[src/rtl/lc3_mem_pkg.sv]
// Shared types and constants for the LC-3 memory requester: FSM states,
// memory-mapped device addresses and device register bit positions.
package lc3_mem_pkg;

  typedef enum logic [1:0] {
    ST_IDLE  = 2'd0,
    ST_ISSUE = 2'd1,
    ST_WAIT  = 2'd2,
    ST_RESP  = 2'd3
  } state_t;

  localparam logic [15:0] ADDR_KBSR = 16'hFE00;
  localparam logic [15:0] ADDR_KBDR = 16'hFE02;
  localparam logic [15:0] ADDR_DSR  = 16'hFE04;
  localparam logic [15:0] ADDR_DDR  = 16'hFE06;
  localparam logic [15:0] ADDR_MCR  = 16'hFFFE;

  localparam int READY_BIT  = 15;
  localparam int IE_BIT     = 14;
  localparam int CLK_EN_BIT = 15;

endpackage

[src/rtl/lc3_mem_requester_if.sv]
// Bundle of control-unit, RAM, keyboard and display signals around the requester.
// master = the requester itself, slave = everything it talks to.
interface lc3_mem_requester_if;

  // Request/response handshake: a request transfers on a rising edge where
  // req_valid && req_ready; req_ready is high only while idle. The response
  // is a one-cycle rsp_valid strobe with no back-pressure; rsp_err qualifies it.
  logic        req_valid;
  logic        req_ready;
  logic        req_we;
  logic [15:0] req_addr;
  logic [15:0] req_wdata;
  logic        rsp_valid;
  logic [15:0] rsp_rdata;
  logic        rsp_err;

  logic        MEM_EN;
  logic        R_W;
  logic [15:0] a;
  logic [15:0] d_in;
  logic [15:0] d_out;
  logic        R;

  logic        kb_valid;
  logic [7:0]  kb_data;
  logic        disp_valid;
  logic [7:0]  disp_data;
  logic        disp_ack;
  logic        run;

  modport master (
    input  req_valid, req_we, req_addr, req_wdata, d_out, R,
           kb_valid, kb_data, disp_ack,
    output req_ready, rsp_valid, rsp_rdata, rsp_err, MEM_EN, R_W, a, d_in,
           disp_valid, disp_data, run
  );

  modport slave (
    output req_valid, req_we, req_addr, req_wdata, d_out, R,
           kb_valid, kb_data, disp_ack,
    input  req_ready, rsp_valid, rsp_rdata, rsp_err, MEM_EN, R_W, a, d_in,
           disp_valid, disp_data, run
  );

endinterface

[src/rtl/lc3_mmio_regs.sv]
// LC-3 device page: keyboard, display and machine-control registers with
// their handshakes. Accesses are applied on the edge where stb_i is high.
module lc3_mmio_regs
  import lc3_mem_pkg::*;
(
  input  logic        clk,
  input  logic        reset,
  input  logic        stb_i,
  input  logic        we_i,
  input  logic [15:0] addr_i,
  input  logic [15:0] wdata_i,
  output logic [15:0] rdata_o,
  output logic        err_o,
  input  logic        kb_valid_i,
  input  logic [7:0]  kb_data_i,
  input  logic        disp_ack_i,
  output logic        disp_valid_o,
  output logic [7:0]  disp_data_o,
  output logic        run_o
);

  logic        kb_rdy_q;
  logic        kb_ie_q;
  logic [7:0]  kbdr_q;
  logic        dsr_rdy_q;
  logic        disp_valid_q;
  logic [7:0]  disp_data_q;
  logic [15:0] mcr_q;

  always_ff @(posedge clk) begin
    if (reset) begin
      kb_rdy_q     <= 1'b0;
      kb_ie_q      <= 1'b0;
      kbdr_q       <= 8'h00;
      dsr_rdy_q    <= 1'b1;
      disp_valid_q <= 1'b0;
      disp_data_q  <= 8'h00;
      mcr_q        <= 16'h8000;
    end else begin
      disp_valid_q <= 1'b0;
      if (stb_i && !we_i && addr_i == ADDR_KBDR) kb_rdy_q <= 1'b0;
      // A new character wins over a simultaneous KBDR read.
      if (kb_valid_i) begin
        kb_rdy_q <= 1'b1;
        kbdr_q   <= kb_data_i;
      end
      if (disp_ack_i) dsr_rdy_q <= 1'b1;
      if (stb_i && we_i) begin
        case (addr_i)
          ADDR_KBSR: kb_ie_q <= wdata_i[IE_BIT];
          ADDR_DDR: begin
            if (dsr_rdy_q) begin
              disp_data_q  <= wdata_i[7:0];
              disp_valid_q <= 1'b1;
              dsr_rdy_q    <= 1'b0;
            end
          end
          ADDR_MCR:  mcr_q <= wdata_i;
          default: ;
        endcase
      end
    end
  end

  always_comb begin
    rdata_o = 16'h0000;
    err_o   = 1'b0;
    case (addr_i)
      ADDR_KBSR: begin
        rdata_o[READY_BIT] = kb_rdy_q;
        rdata_o[IE_BIT]    = kb_ie_q;
      end
      ADDR_KBDR: rdata_o = {8'h00, kbdr_q};
      ADDR_DSR:  rdata_o[READY_BIT] = dsr_rdy_q;
      ADDR_DDR:  rdata_o = 16'h0000;
      ADDR_MCR:  rdata_o = mcr_q;
      default:   err_o = 1'b1;
    endcase
  end

  assign disp_valid_o = disp_valid_q;
  assign disp_data_o  = disp_data_q;
  assign run_o        = mcr_q[CLK_EN_BIT];

endmodule

[src/rtl/lc3_mem_requester.sv]
// LC-3 memory-port initiator: serves control-unit loads/stores from the
// single-port RAM (with timeout) or from the local device page.
module lc3_mem_requester
  import lc3_mem_pkg::*;
#(
  parameter int unsigned TIMEOUT_CYCLES = 16,
  parameter logic [15:0] MMIO_BASE      = 16'hFE00
) (
  input  logic                 clk,
  input  logic                 reset,
  lc3_mem_requester_if.master  bus,
  output state_t               state_o
);

  localparam logic [15:0] TO_LAST = 16'(TIMEOUT_CYCLES - 1);

  state_t      state_q, state_d;
  logic [15:0] cnt_q, cnt_d;
  logic        req_ready_q, req_ready_d;
  logic        mem_en_q, mem_en_d;
  logic        r_w_q, r_w_d;
  logic [15:0] a_q, a_d;
  logic [15:0] d_in_q, d_in_d;
  logic        rsp_valid_q, rsp_valid_d;
  logic        rsp_err_q, rsp_err_d;
  logic [15:0] rsp_rdata_q, rsp_rdata_d;

  logic        accept;
  logic        is_dev;
  logic        dev_stb;
  logic [15:0] mmio_rdata;
  logic        mmio_err;

  assign accept  = (state_q == ST_IDLE) && bus.req_valid;
  assign is_dev  = bus.req_addr >= MMIO_BASE;
  assign dev_stb = accept && is_dev;

  lc3_mmio_regs u_mmio (
    .clk          (clk),
    .reset        (reset),
    .stb_i        (dev_stb),
    .we_i         (bus.req_we),
    .addr_i       (bus.req_addr),
    .wdata_i      (bus.req_wdata),
    .rdata_o      (mmio_rdata),
    .err_o        (mmio_err),
    .kb_valid_i   (bus.kb_valid),
    .kb_data_i    (bus.kb_data),
    .disp_ack_i   (bus.disp_ack),
    .disp_valid_o (bus.disp_valid),
    .disp_data_o  (bus.disp_data),
    .run_o        (bus.run)
  );

  always_ff @(posedge clk) begin
    if (reset) begin
      state_q     <= ST_IDLE;
      cnt_q       <= 16'h0000;
      req_ready_q <= 1'b1;
      mem_en_q    <= 1'b0;
      r_w_q       <= 1'b0;
      a_q         <= 16'h0000;
      d_in_q      <= 16'h0000;
      rsp_valid_q <= 1'b0;
      rsp_err_q   <= 1'b0;
      rsp_rdata_q <= 16'h0000;
    end else begin
      state_q     <= state_d;
      cnt_q       <= cnt_d;
      req_ready_q <= req_ready_d;
      mem_en_q    <= mem_en_d;
      r_w_q       <= r_w_d;
      a_q         <= a_d;
      d_in_q      <= d_in_d;
      rsp_valid_q <= rsp_valid_d;
      rsp_err_q   <= rsp_err_d;
      rsp_rdata_q <= rsp_rdata_d;
    end
  end

  always_comb begin
    state_d = state_q;
    case (state_q)
      ST_IDLE:  if (accept) state_d = is_dev ? ST_RESP : ST_ISSUE;
      ST_ISSUE: state_d = ST_WAIT;
      ST_WAIT:  if (bus.R || cnt_q == TO_LAST) state_d = ST_RESP;
      ST_RESP:  state_d = ST_IDLE;
      default:  state_d = ST_IDLE;
    endcase
  end

  // Registered outputs are loaded one edge early so they are valid during
  // the state they belong to (MEM_EN during ISSUE, rsp_valid during RESP).
  always_comb begin
    cnt_d       = cnt_q;
    req_ready_d = (state_d == ST_IDLE);
    mem_en_d    = 1'b0;
    r_w_d       = r_w_q;
    a_d         = a_q;
    d_in_d      = d_in_q;
    rsp_valid_d = 1'b0;
    rsp_err_d   = 1'b0;
    rsp_rdata_d = rsp_rdata_q;
    case (state_q)
      ST_IDLE: begin
        if (accept) begin
          if (is_dev) begin
            rsp_valid_d = 1'b1;
            rsp_err_d   = mmio_err;
            rsp_rdata_d = bus.req_we ? 16'h0000 : mmio_rdata;
          end else begin
            mem_en_d = 1'b1;
            r_w_d    = bus.req_we;
            a_d      = bus.req_addr;
            d_in_d   = bus.req_wdata;
          end
        end
      end
      ST_ISSUE: cnt_d = 16'h0000;
      ST_WAIT: begin
        if (bus.R) begin
          rsp_valid_d = 1'b1;
          rsp_rdata_d = r_w_q ? 16'h0000 : bus.d_out;
        end else if (cnt_q == TO_LAST) begin
          rsp_valid_d = 1'b1;
          rsp_err_d   = 1'b1;
          rsp_rdata_d = 16'h0000;
        end else begin
          cnt_d = cnt_q + 16'd1;
        end
      end
      default: ;
    endcase
  end

  assign bus.req_ready = req_ready_q;
  assign bus.MEM_EN    = mem_en_q;
  assign bus.R_W       = r_w_q;
  assign bus.a         = a_q;
  assign bus.d_in      = d_in_q;
  assign bus.rsp_valid = rsp_valid_q;
  assign bus.rsp_err   = rsp_err_q;
  assign bus.rsp_rdata = rsp_rdata_q;
  assign state_o       = state_q;

endmodule

[src/flat_wrapper.sv]
// flat-port wrapper written by rule: the top's interface ports become plain ports
module lc3_mem_requester_flat import lc3_mem_pkg::*;
#(
  parameter int unsigned TIMEOUT_CYCLES = 16,
  parameter logic [15:0] MMIO_BASE      = 16'hFE00
)
  (clk, reset, state_o, bus_req_valid, bus_req_we, bus_req_addr, bus_req_wdata, bus_d_out, bus_R, bus_kb_valid, bus_kb_data, bus_disp_ack, bus_req_ready, bus_rsp_valid, bus_rsp_rdata, bus_rsp_err, bus_MEM_EN, bus_R_W, bus_a, bus_d_in, bus_disp_valid, bus_disp_data, bus_run);
  lc3_mem_requester_if bus_i ();
  input  logic clk;
  input  logic reset;
  output state_t state_o;
  input wire logic [$bits(bus_i.req_valid)-1:0] bus_req_valid;
  input wire logic [$bits(bus_i.req_we)-1:0] bus_req_we;
  input wire logic [$bits(bus_i.req_addr)-1:0] bus_req_addr;
  input wire logic [$bits(bus_i.req_wdata)-1:0] bus_req_wdata;
  input wire logic [$bits(bus_i.d_out)-1:0] bus_d_out;
  input wire logic [$bits(bus_i.R)-1:0] bus_R;
  input wire logic [$bits(bus_i.kb_valid)-1:0] bus_kb_valid;
  input wire logic [$bits(bus_i.kb_data)-1:0] bus_kb_data;
  input wire logic [$bits(bus_i.disp_ack)-1:0] bus_disp_ack;
  output wire logic [$bits(bus_i.req_ready)-1:0] bus_req_ready;
  output wire logic [$bits(bus_i.rsp_valid)-1:0] bus_rsp_valid;
  output wire logic [$bits(bus_i.rsp_rdata)-1:0] bus_rsp_rdata;
  output wire logic [$bits(bus_i.rsp_err)-1:0] bus_rsp_err;
  output wire logic [$bits(bus_i.MEM_EN)-1:0] bus_MEM_EN;
  output wire logic [$bits(bus_i.R_W)-1:0] bus_R_W;
  output wire logic [$bits(bus_i.a)-1:0] bus_a;
  output wire logic [$bits(bus_i.d_in)-1:0] bus_d_in;
  output wire logic [$bits(bus_i.disp_valid)-1:0] bus_disp_valid;
  output wire logic [$bits(bus_i.disp_data)-1:0] bus_disp_data;
  output wire logic [$bits(bus_i.run)-1:0] bus_run;
  assign bus_i.req_valid = bus_req_valid;
  assign bus_i.req_we = bus_req_we;
  assign bus_i.req_addr = bus_req_addr;
  assign bus_i.req_wdata = bus_req_wdata;
  assign bus_i.d_out = bus_d_out;
  assign bus_i.R = bus_R;
  assign bus_i.kb_valid = bus_kb_valid;
  assign bus_i.kb_data = bus_kb_data;
  assign bus_i.disp_ack = bus_disp_ack;
  assign bus_req_ready = bus_i.req_ready;
  assign bus_rsp_valid = bus_i.rsp_valid;
  assign bus_rsp_rdata = bus_i.rsp_rdata;
  assign bus_rsp_err = bus_i.rsp_err;
  assign bus_MEM_EN = bus_i.MEM_EN;
  assign bus_R_W = bus_i.R_W;
  assign bus_a = bus_i.a;
  assign bus_d_in = bus_i.d_in;
  assign bus_disp_valid = bus_i.disp_valid;
  assign bus_disp_data = bus_i.disp_data;
  assign bus_run = bus_i.run;
  lc3_mem_requester #(.TIMEOUT_CYCLES(TIMEOUT_CYCLES), .MMIO_BASE(MMIO_BASE)) u_core (.clk(clk), .reset(reset), .bus(bus_i), .state_o(state_o));
endmodule
[config.mk]
export PLATFORM = sky130hd
export DESIGN_NAME = lc3_mem_requester_flat
export DESIGN_NICKNAME = d
export VERILOG_FILES = /design/src/rtl/lc3_mem_pkg.sv /design/src/rtl/lc3_mem_requester_if.sv /design/src/rtl/lc3_mmio_regs.sv /design/src/rtl/lc3_mem_requester.sv /design/src/flat_wrapper.sv
export SDC_FILE = /design/constraint.sdc
export NUM_CORES = 1
export LEC_CHECK = 0
export BUFFER_PORTS_ARGS = -buffer_cell sky130_fd_sc_hd__buf_4
export CORE_MARGIN = 8
export CORE_UTILIZATION = 53
export CTS_CLUSTER_DIAMETER = 50
export DETAILED_ROUTE_END_ITERATION = 7
export HOLD_SLACK_MARGIN = 0.15
export PLACE_DENSITY_LB_ADDON = 0.2
export SYNTH_ARGS = -nofsm -noshare
export SYNTH_HDL_FRONTEND = slang
export SYNTH_HIERARCHICAL = 1
export SYNTH_SLANG_ARGS = --single-unit
[constraint.sdc]
create_clock -name clk -period 3 [get_ports clk]
set_clock_uncertainty 0.1 [all_clocks]
set_input_delay 0.45 -clock clk [delete_from_list [all_inputs] [get_ports clk]]
set_output_delay 0.45 -clock clk [all_outputs]
set_load 0.02 [all_outputs]
Word level (Yosys, flattened, before mapping)
Index checks and enable logic that the tools add are counted.
Widths: inputs -> output; s select.

storage, ports and cells
  register bits = 107
  bits of input ports = 63
  output and inout bits = 65
  logic and storage cells = 94

cells by class
  add/sub/neg operators = 1
  $lt $le $gt $ge = 1
  eq/ne operators = 14
  mux-type cells = 35
  bitwise logic cells = 5
  reductions and logical operators = 21

operators with widths
  kind                   number
  $mux 16                8
  $eq 16x16->1 const B   5
  $pmux 16 s2            2
  $pmux 14 s2            1
  $add 16x1->16 const B  1
  $eq 16x4->1 const B    1
  $ge 16x16->1 const B   1
  $mux 1                 16
  $reduce_and 3->1       3
  $pmux 2 s4             1
  $mux 2                 3
  $pmux 1 s2             3
  $reduce_bool 2->1      3
  $reduce_or 3->1        2
  $logic_and 1x1->1      5
  $not 1->1              5
  $reduce_or 5->1        1
  $eq 2x2->1 const B     2
  $logic_not 2->1        2
  $ne 2x1->1 const B     2
  $ne 2x2->1 const B     2
  $reduce_and 2->1       2
  $reduce_and 4->1       1
  $ne 3x2->1 const B     1
  other kinds (4)        4

Longest topological paths before layout
Gate-level depths: netlist (run 1).

  depth in word-level cells = 7
  gate-level depth with buffers = 11
  mapped depth without buffers = 9

Cells and area by module
The synthesis (run 1) kept the hierarchy.

by module, submodules not included
  module             instances  cells an instance  area an instance (µm²)  sequential area each (µm²)
  lc3_mem_requester  1          377                3269.4                  1421.4
  lc3_mmio_regs      1          177                1726.7                  720.7

Least setup slack after synthesis (run 1)
Ideal clock, no wire load.

  path type = in2reg
  start point = in bus_req_addr[4]
  end point = reg u_core.rsp_rdata_q[0] (netlist: u_core/bus.rsp_rdata[0])
  library setup time = 0.101 ns
  arrival = 2.253 ns
  data required time = 2.799 ns
  setup slack = 0.546 ns
  cell stages on the path = 6
  path buffers = 0
  cells stage by stage = or4_4 -> or4_4 -> nor4_4 -> a22o_1 -> a22oi_1 -> o41ai_1

between the ends
  cells in the longest elaborated chain, start to end = 6
  elaborated cells on any way between the ends = 10
  classes of those cells = order compare: 1; eq/ne: 3; mux: 5; reduce/logical: 1

ends and longest elaborated chain
  what                      line                      text
  from (decl)               flat_wrapper.sv:14        input wire logic [$bits(bus_i.req_addr)-1:0] bus_req_addr;
  $eq 16x16->1              lc3_mmio_regs.sv:68       case (addr_i)
  $pmux 14 s2 (*)           lc3_mmio_regs.sv:68
  via u_core.mmio_rdata[0]  lc3_mem_requester.sv:31   logic [15:0] mmio_rdata;
  $mux 16 (*)               lc3_mem_requester.sv:110  rsp_rdata_d = bus.req_we ? 16'h0000 : mmio_rdata;
  $mux 16 (*)               lc3_mem_requester.sv:107  if (is_dev) begin
  $mux 16 (*)               lc3_mem_requester.sv:106  if (accept) begin
  $pmux 16 s2 (*)           lc3_mem_requester.sv:104  case (state_q)
  to (signal assigned)      lc3_mem_requester.sv:77   rsp_rdata_q <= rsp_rdata_d;
  to (decl)                 lc3_mem_requester.sv:26   logic [15:0] rsp_rdata_q, rsp_rdata_d;

The timed path passes the listed nets; every way through them passes the cells marked *. The select of a mux whose other input is x is not followed.
A chain may end at the register's enable or synchronous reset.

Worst setup path in the final report (run 1)
  start point = reg u_core.state_q[0] (netlist: u_core/state_o[0])
  end point = reg u_core.u_mmio.disp_data_q[7] (netlist: u_core/u_mmio/disp_data_o[7])

between the ends
  cells in the longest elaborated chain, start to end = 5

ends and longest elaborated chain
  what                               line                     text
  from (decl)                        lc3_mem_requester.sv:17  state_t state_q, state_d;
  from (signal assigned)             lc3_mem_requester.sv:68  state_q <= state_d;
  $logic_not 2->1                    lc3_mem_requester.sv:34  assign accept = (state_q == ST_IDLE) && bus.req_valid;
  $logic_and 1x1->1                  lc3_mem_requester.sv:34
  $logic_and 1x1->1                  lc3_mem_requester.sv:36  assign dev_stb = accept && is_dev;
  via u_core.dev_stb                 lc3_mem_requester.sv:30  logic dev_stb;
  $logic_and 1x1->1                  lc3_mmio_regs.sv:48      if (stb_i && we_i) begin
  $reduce_and 3->1 (no source line)  -
  to (signal assigned)               lc3_mmio_regs.sv:53      disp_data_q <= wdata_i[7:0];
  to (decl)                          lc3_mmio_regs.sv:27      logic [7:0] disp_data_q;

The timed path passes the listed nets, and every way through them passes these cells.

==> impl_metrics.env, run 1 <==
export IMPL_fillers=740
export IMPL_power_frac_comb_pct=28.9
export IMPL_setup_tns_ps=0
export IMPL_rsz0062_at_grt="false"
export IMPL_die_area_um2=12800
export IMPL_cp_start_kind="flip-flop"
export IMPL_track_usage_pct=20.5
export IMPL_ff_latch_area_um2=2140
export IMPL_vias=4486
export IMPL_vias_per_cell=5.71
export IMPL_synth_edff_count=0
export IMPL_sw_frac_of_total_pct=34.4
export IMPL_ant_nets=0
export IMPL_r2r_worst_path_cells=10
export IMPL_cts_made_buffers=9
export IMPL_final_setup_viol_count=0
export IMPL_violations="DRC"
export IMPL_postLayoutCellArea_um2=6260
export IMPL_vdd_drop_max_mv=0.421
export IMPL_cp_required_ps=3210
export IMPL_syn_area_um2=5000
export IMPL_synth_area_leaders="dfxtp_1 (43%), nand2_1 (5.9%), mux2i_1 (5.6%), a21oi_1 (4.4%), nand2b_1 (4.4%)"
export IMPL_dpl_hpwl_um=9870
export IMPL_nets=737
export IMPL_p_leak_nw=2.58
export IMPL_yosysUniqueCellTypes=55
export IMPL_synth_avg_cell_area_um2=9.02
export IMPL_grt_overflow=0
export IMPL_p_per_area_nw_per_um2=582
export IMPL_rows=35
export IMPL_clk_pin_slew_ps=100
export IMPL_dp_cells=769
export IMPL_worst_ep_arrival_time_ps=2650
export IMPL_seq_power_share_pct=44.1
export IMPL_path_class="flip-flop to flip-flop"
export IMPL_clock_power_share_pct=27.0
export IMPL_drt_wl_total_um=13400
export IMPL_port_buffers=127
export IMPL_cts_sink_count=107
export IMPL_slew_headroom_pct=51.0
export IMPL_cts_tree="done"
export IMPL_status="finished, violations left"
export IMPL_cts_max_level=3
export IMPL_holdWs_ps=213
export IMPL_num_antenna_cells=0
export IMPL_final_cells=785
export IMPL_p_sw_mw=1.25
export IMPL_synthMostInstantiatedCell="dfxtp_1"
export IMPL_design_core_area_um2=9200
export IMPL_hold_depth=3
export IMPL_drc=1
export IMPL_gp_routability_congestion=0.825
export IMPL_cts_buffer_depth=2
export IMPL_drive_gt1_share_pct=28.2
export IMPL_cts_setup_buffers=0
export IMPL_start_util_pct=54.3
export IMPL_die_w_um=113
export IMPL_wl_per_cell_um=17.1
export IMPL_cts_hold_buf=0
export IMPL_grt_max_degree=85
export IMPL_synthCells=554
export IMPL_yosys_area_top_type="dfxtp_1"
export IMPL_cts_root_buffer="clkbuf_8"
export IMPL_grt_pass1_wl_um=21800
export IMPL_max_freq_mhz=409
export IMPL_firstDrtPassIters=7
export IMPL_yosys_area_top_type_share_pct=42.9
export IMPL_hold_path_class="input pin to flip-flop"
export IMPL_ys_flop_type="dfxtp_1"
export IMPL_p_int_mw=2.39
export IMPL_fin_util_pct=68.1
export IMPL_multiInputGateArea_um2=2670
export IMPL_tightestPinTransition_ps=735
export IMPL_drv_cap=0
export IMPL_cts_resized=0
export IMPL_area_growth_syn_to_layout_pct=25.4
export IMPL_drv_slew=0
export IMPL_hold_viol_final=0
export IMPL_synthTopCellsByCount="dfxtp_1 (107), nand2_1 (78), a21oi_1 (44)"
export IMPL_drt_initial_drc_count=248
export IMPL_crit_fanout=11
export IMPL_antenna_found_initial=0
export IMPL_ys_ff_latch=107
export IMPL_ys_warn_count=6
export IMPL_syn_nets=622
export IMPL_async_flop_share_pct=0
export IMPL_cp_end_kind="flip-flop"
export IMPL_seq_area_frac_synth_pct=42.9
export IMPL_fin_crit_sh_pct=81.6
export IMPL_die_h_um=113
export IMPL_placed_area_um2=6040
export IMPL_fin_crit_ps=2450
export IMPL_io_pins=128
export IMPL_clock_latency_ps=370
export IMPL_first_global_vias=4427
[critical path, cell delays in order (launching register included)]
cell     delay [ps]
dfxtp_1         350
inv_1           130
ha_1            230
and2_1          220
nand3_1         140
inv_1           110
nand2_1         100
nor4_1          190
buf_4           220
and3_1          380
mux2i_1         220
[power by group through the flow]
stage / sequential (mW) / clock (mW) / combinational (mW)
final: 1.61 / 0.984 / 1.06
after global routing: 1.62 / 1.06 / 1.15
after CTS: 1.61 / 1.00 / 1.05
after detailed placement: 1.64 / 0 / 1.05
after global placement: 1.63 / 0 / 1.02
after floorplan: 1.76 / 0 / 0.530
[area by class of cell]
cell class	instances	share of cell area, %
Clock inverter	7	1.58
Timing Repair Buffer	140	16.8
Clock buffer	9	1.98
Inverter	10	0.599
Sequential cell	107	34.2
Tap cell	111	2.22
Multi-Input combinational cell	401	42.7
[worst paths after layout]
| kind | startpoint | end | slack (ps) |
|---|---|---|---|
| max reg2reg | u_core/state_o[0] | u_core/u_mmio/disp_data_o[7] | 550 |
| min reg2reg | u_core/bus.d_in[15] | u_core/bus.d_in[15] | 360 |
| min | bus_kb_data[2] | u_core/u_mmio/kbdr_q[2] | 210 |
| max | u_core/state_o[0] | u_core/u_mmio/disp_data_o[7] | 550 |
[stage by stage]
step / total power, mW / setup slack [ps]
global route: 3.83 / 307
finish: 3.65 / 552
detailed placement: 2.69 / 306
global placement: 2.66 / 365
floorplan: 2.29 / 546
CTS: 3.67 / 568
[state kept, by name, indices dropped and copies added, names as in the netlist]
name                        count
u_core/bus.MEM_EN               1
u_core/bus.R_W                  1
u_core/bus.a                   16
u_core/bus.d_in                16
u_core/bus.req_ready            1
u_core/bus.rsp_err              1
u_core/bus.rsp_rdata           16
u_core/bus.rsp_valid            1
u_core/cnt_q                   16
u_core/state_o                  2
u_core/u_mmio/disp_data_o       8
u_core/u_mmio/disp_valid_o      1
u_core/u_mmio/dsr_rdy_q         1
u_core/u_mmio/kb_ie_q           1
u_core/u_mmio/kb_rdy_q          1
u_core/u_mmio/kbdr_q            8
u_core/u_mmio/mcr_q            16
[cell families (layout without fill, tap and decap cells)]
group                      count (synthesis)  count (layout)  share of synthesized area, %
muxes                                     30              30                          6.06
buffers and inverters                     46             166                          3.93
adders and majority gates                  5               5                          1.25
AOI/OAI and AO/OA                        127             127                          18.8
xor gates and xnor gates                   2               2                         0.351
and+or+nand+nor                          237             237                          26.7
DFF                                      107             107                          42.9
[routing by layer]
metal | track usage (%) | vias up | wire (um)
li1 | - | 2219 | -
met1 | 26.0 | 2113 | 5910
met5 | 0 | - | 0
met3 | 5.22 | 14 | 930
met2 | 33.4 | 140 | 6390
met4 | 6.66 | 0 | 183
[layout by cell type (no fill, tap or decap), types with 3 or more instances in the layout]
cell	n
o21ai_1	16
and3_1	4
nor4_4	4
clkbuf_8	9
o21ai_0	10
inv_1	10
o41ai_2	13
nor2b_1	18
or4_1	4
nor4_1	4
dfxtp_1	107
mux2i_1	28
nand4_1	5
nor2_1	30
nor4_2	3
a22oi_1	17
nand2_1	78
and2_1	8
nand4b_1	8
o41ai_1	3
ha_1	5
a22o_1	8
nand3_1	13
a21oi_1	43
nor3_1	6
or3_1	4
buf_4	140
nand2b_1	35
Note: power is estimated with default switching activity, not from simulation.
==> inputs of run 2 (changes only) <==
CORE_UTILIZATION = 48   (was 53)
clock period = 2.23 ns   (was 3 ns; I/O delays follow)
==> impl_metrics.env, run 2 (synthesized netlist as in run 1, its figures left out) <==
export IMPL_drt_wl_total_um=14500
export IMPL_reg2reg_slack_ps=140
export IMPL_cts_max_level=3
export IMPL_cp_end_kind="flip-flop"
export IMPL_power_frac_comb_pct=32.4
export IMPL_hold_path_class="input pin to flip-flop"
export IMPL_cp_start_kind="input pin"
export IMPL_rows=37
export IMPL_crit_chain="buf_4, or4_4, or4_4, nor4_4, buf_4, a22o_1, a22oi_1, o41ai_1"
export IMPL_worst_ep_arrival_time_ps=2330
export IMPL_max_freq_mhz=464
export IMPL_fillers=831
export IMPL_clock_latency_ps=380
export IMPL_cp_slowest_cell="or4_4"
export IMPL_crit_fanout=9
export IMPL_slowest_delay_ps=540
export IMPL_start_util_pct=48.8
export IMPL_grt_pass1_wl_um=23500
export IMPL_min_from="bus_req_addr[14]"
export IMPL_met3_usage_pct=5.28
export IMPL_drv_cap=0
export IMPL_track_usage_pct=20.3
export IMPL_clk_pin_slew_ps=110
export IMPL_postLayoutCellArea_um2=6870
export IMPL_drv_slew=0
export IMPL_slew_headroom_pct=70.3
export IMPL_hold_end="u_core/bus.a[14]"
export IMPL_wl_per_cell_um=16.7
export IMPL_vias_per_cell=5.42
export IMPL_drc=0
export IMPL_vdd_drop_max_mv=0.494
export IMPL_first_global_vias=4786
export IMPL_placed_area_um2=6290
export IMPL_report_power_total_mw=4.97
export IMPL_drive_gt1_share_pct=29.5
export IMPL_num_antenna_cells=0
export IMPL_tightestPinTransition_ps=442
export IMPL_grtUsageMet2_pct=33.5
export IMPL_fin_crit_ps=2150
export IMPL_vias=4703
export IMPL_rr_endpoint="u_core/u_mmio/mcr_q[5]"
export IMPL_die_w_um=118
export IMPL_gp_routability_congestion=0.853
export IMPL_p_sw_mw=1.81
export IMPL_final_cell_mix="buf_4 (155), dfxtp_1 (107), nand2_1 (78)"
export IMPL_p_per_area_nw_per_um2=722
export IMPL_r2r_worst_path_cells=11
export IMPL_cts_made_buffers=9
export IMPL_p_int_mw=3.16
export IMPL_ant_nets=0
export IMPL_cts_tree="done"
export IMPL_busiest_layer="met2"
export IMPL_grt_overflow=0
export IMPL_nets=794
export IMPL_hold_depth=3
export IMPL_final_common_cell="buf_4"
export IMPL_cts_root_buffer="clkbuf_8"
export IMPL_fin_crit_sh_pct=96.6
export IMPL_port_buffers=127
export IMPL_cts_sink_count=107
export IMPL_die_area_um2=13900
export IMPL_r2r_start="u_core/state_o[0]"
export IMPL_clock_power_share_pct=24.1
export IMPL_cts_buffer_depth=2
export IMPL_area_growth_syn_to_layout_pct=37.6
export IMPL_cp_required_ps=2400
export IMPL_fin_util_pct=67.2
export IMPL_hold_viol_final=0
export IMPL_status="finished clean"
export IMPL_seq_power_share_pct=43.4
export IMPL_path_class="input pin to flip-flop"
export IMPL_design_core_area_um2=10200
export IMPL_final_setup_viol_count=0
export IMPL_sw_frac_of_total_pct=36.4
export IMPL_antenna_found_initial=0
export IMPL_io_pins=128
export IMPL_holdWs_ps=180
export IMPL_firstDrtPassIters=5
export IMPL_grt_max_degree=55
export IMPL_grt_use_met1_pct=24.8
export IMPL_die_h_um=118
export IMPL_p_leak_nw=2.84
export IMPL_dpl_hpwl_um=10200
export IMPL_drt_initial_drc_count=332
-- run 2: cell count changes in the layout (fill, tap and decap cells not counted), sizes merged --
| cell | change |
|---|---|
| clkinv | +1 |
| buf | +21 |
| dlygate4sd3 | +36 |
| inv | +1 |
| bufinv | -2 |
-- run 2: worst max-delay path, delay by kind of cell --
kind	cells	cell delay, ps
AOI/OAI and AO/OA	3	450
buffers and inverters	2	330
and+or+nand+nor	3	1200
-- run 2: how the worst max path moves through the flow --
stage	from	end	slack (ps)
floorplan	bus_req_addr[4]	u_core/bus.rsp_rdata[0]	-110
global placement	bus_req_addr[4]	u_core/bus.rsp_rdata[1]	-250
detailed placement	bus_req_addr[4]	u_core/bus.rsp_rdata[0]	-270
CTS	u_core/state_o[0]	u_core/u_mmio/mcr_q[0]	30
global route	u_core/state_o[0]	u_core/u_mmio/mcr_q[3]	-4
finish	bus_req_addr[4]	u_core/bus.rsp_rdata[0]	80
-- run 2: layout make-up --
cell class | instances | area [um^2] | area share (%)
inverter | 10 | 37.5 | 0.546
timing repair buffer | 197 | 1640 | 23.8
clock buffer | 9 | 124 | 1.80
clock inverter | 7 | 73.8 | 1.07
tap | 136 | 170 | 2.48
multi-input combinational | 401 | 2690 | 39.2
sequential | 107 | 2140 | 31.2
-- run 2: stage by stage --
| step | setup TNS [ps] | std cells | setup WS [ps] |
|---|---|---|---|
| after global placement | -2190 | 814 | -248 |
| after detailed placement | -2750 | 814 | -274 |
| after floorplan | -758 | 554 | -108 |
| final | 0 | 867 | 76.9 |
| after global routing | -3.61 | 867 | -3.57 |
| after CTS | 0 | 867 | 33.3 |
-- run 2: repair_timing --
action                                 CTS  global route
gates resized for setup                  2             6
hold buffers                            36             0
endpoints found under the hold margin   41             0
pin swaps                                0             0
setup endpoints to repair               12            25
setup buffers                            1             0
cloned                                   0             0
-- run 2: power by group through the flow --
stage	Sequential, mW	Combinational, mW	Clock [mW]
2_1_floorplan	2.37	0.713	0
3_3_place_gp	2.19	1.50	0
3_5_place_dp	2.20	1.54	0
4_1_cts	2.16	1.59	1.22
5_1_grt	2.17	1.75	1.29
6_report	2.16	1.61	1.20
-- run 2: layer usage --
metal  part of all wire, %  up-vias
li1                      -     2314
met1                    44     2216
met2                    48      147
met3                   5.9       26
met4                   2.1        0
met5                     0        -
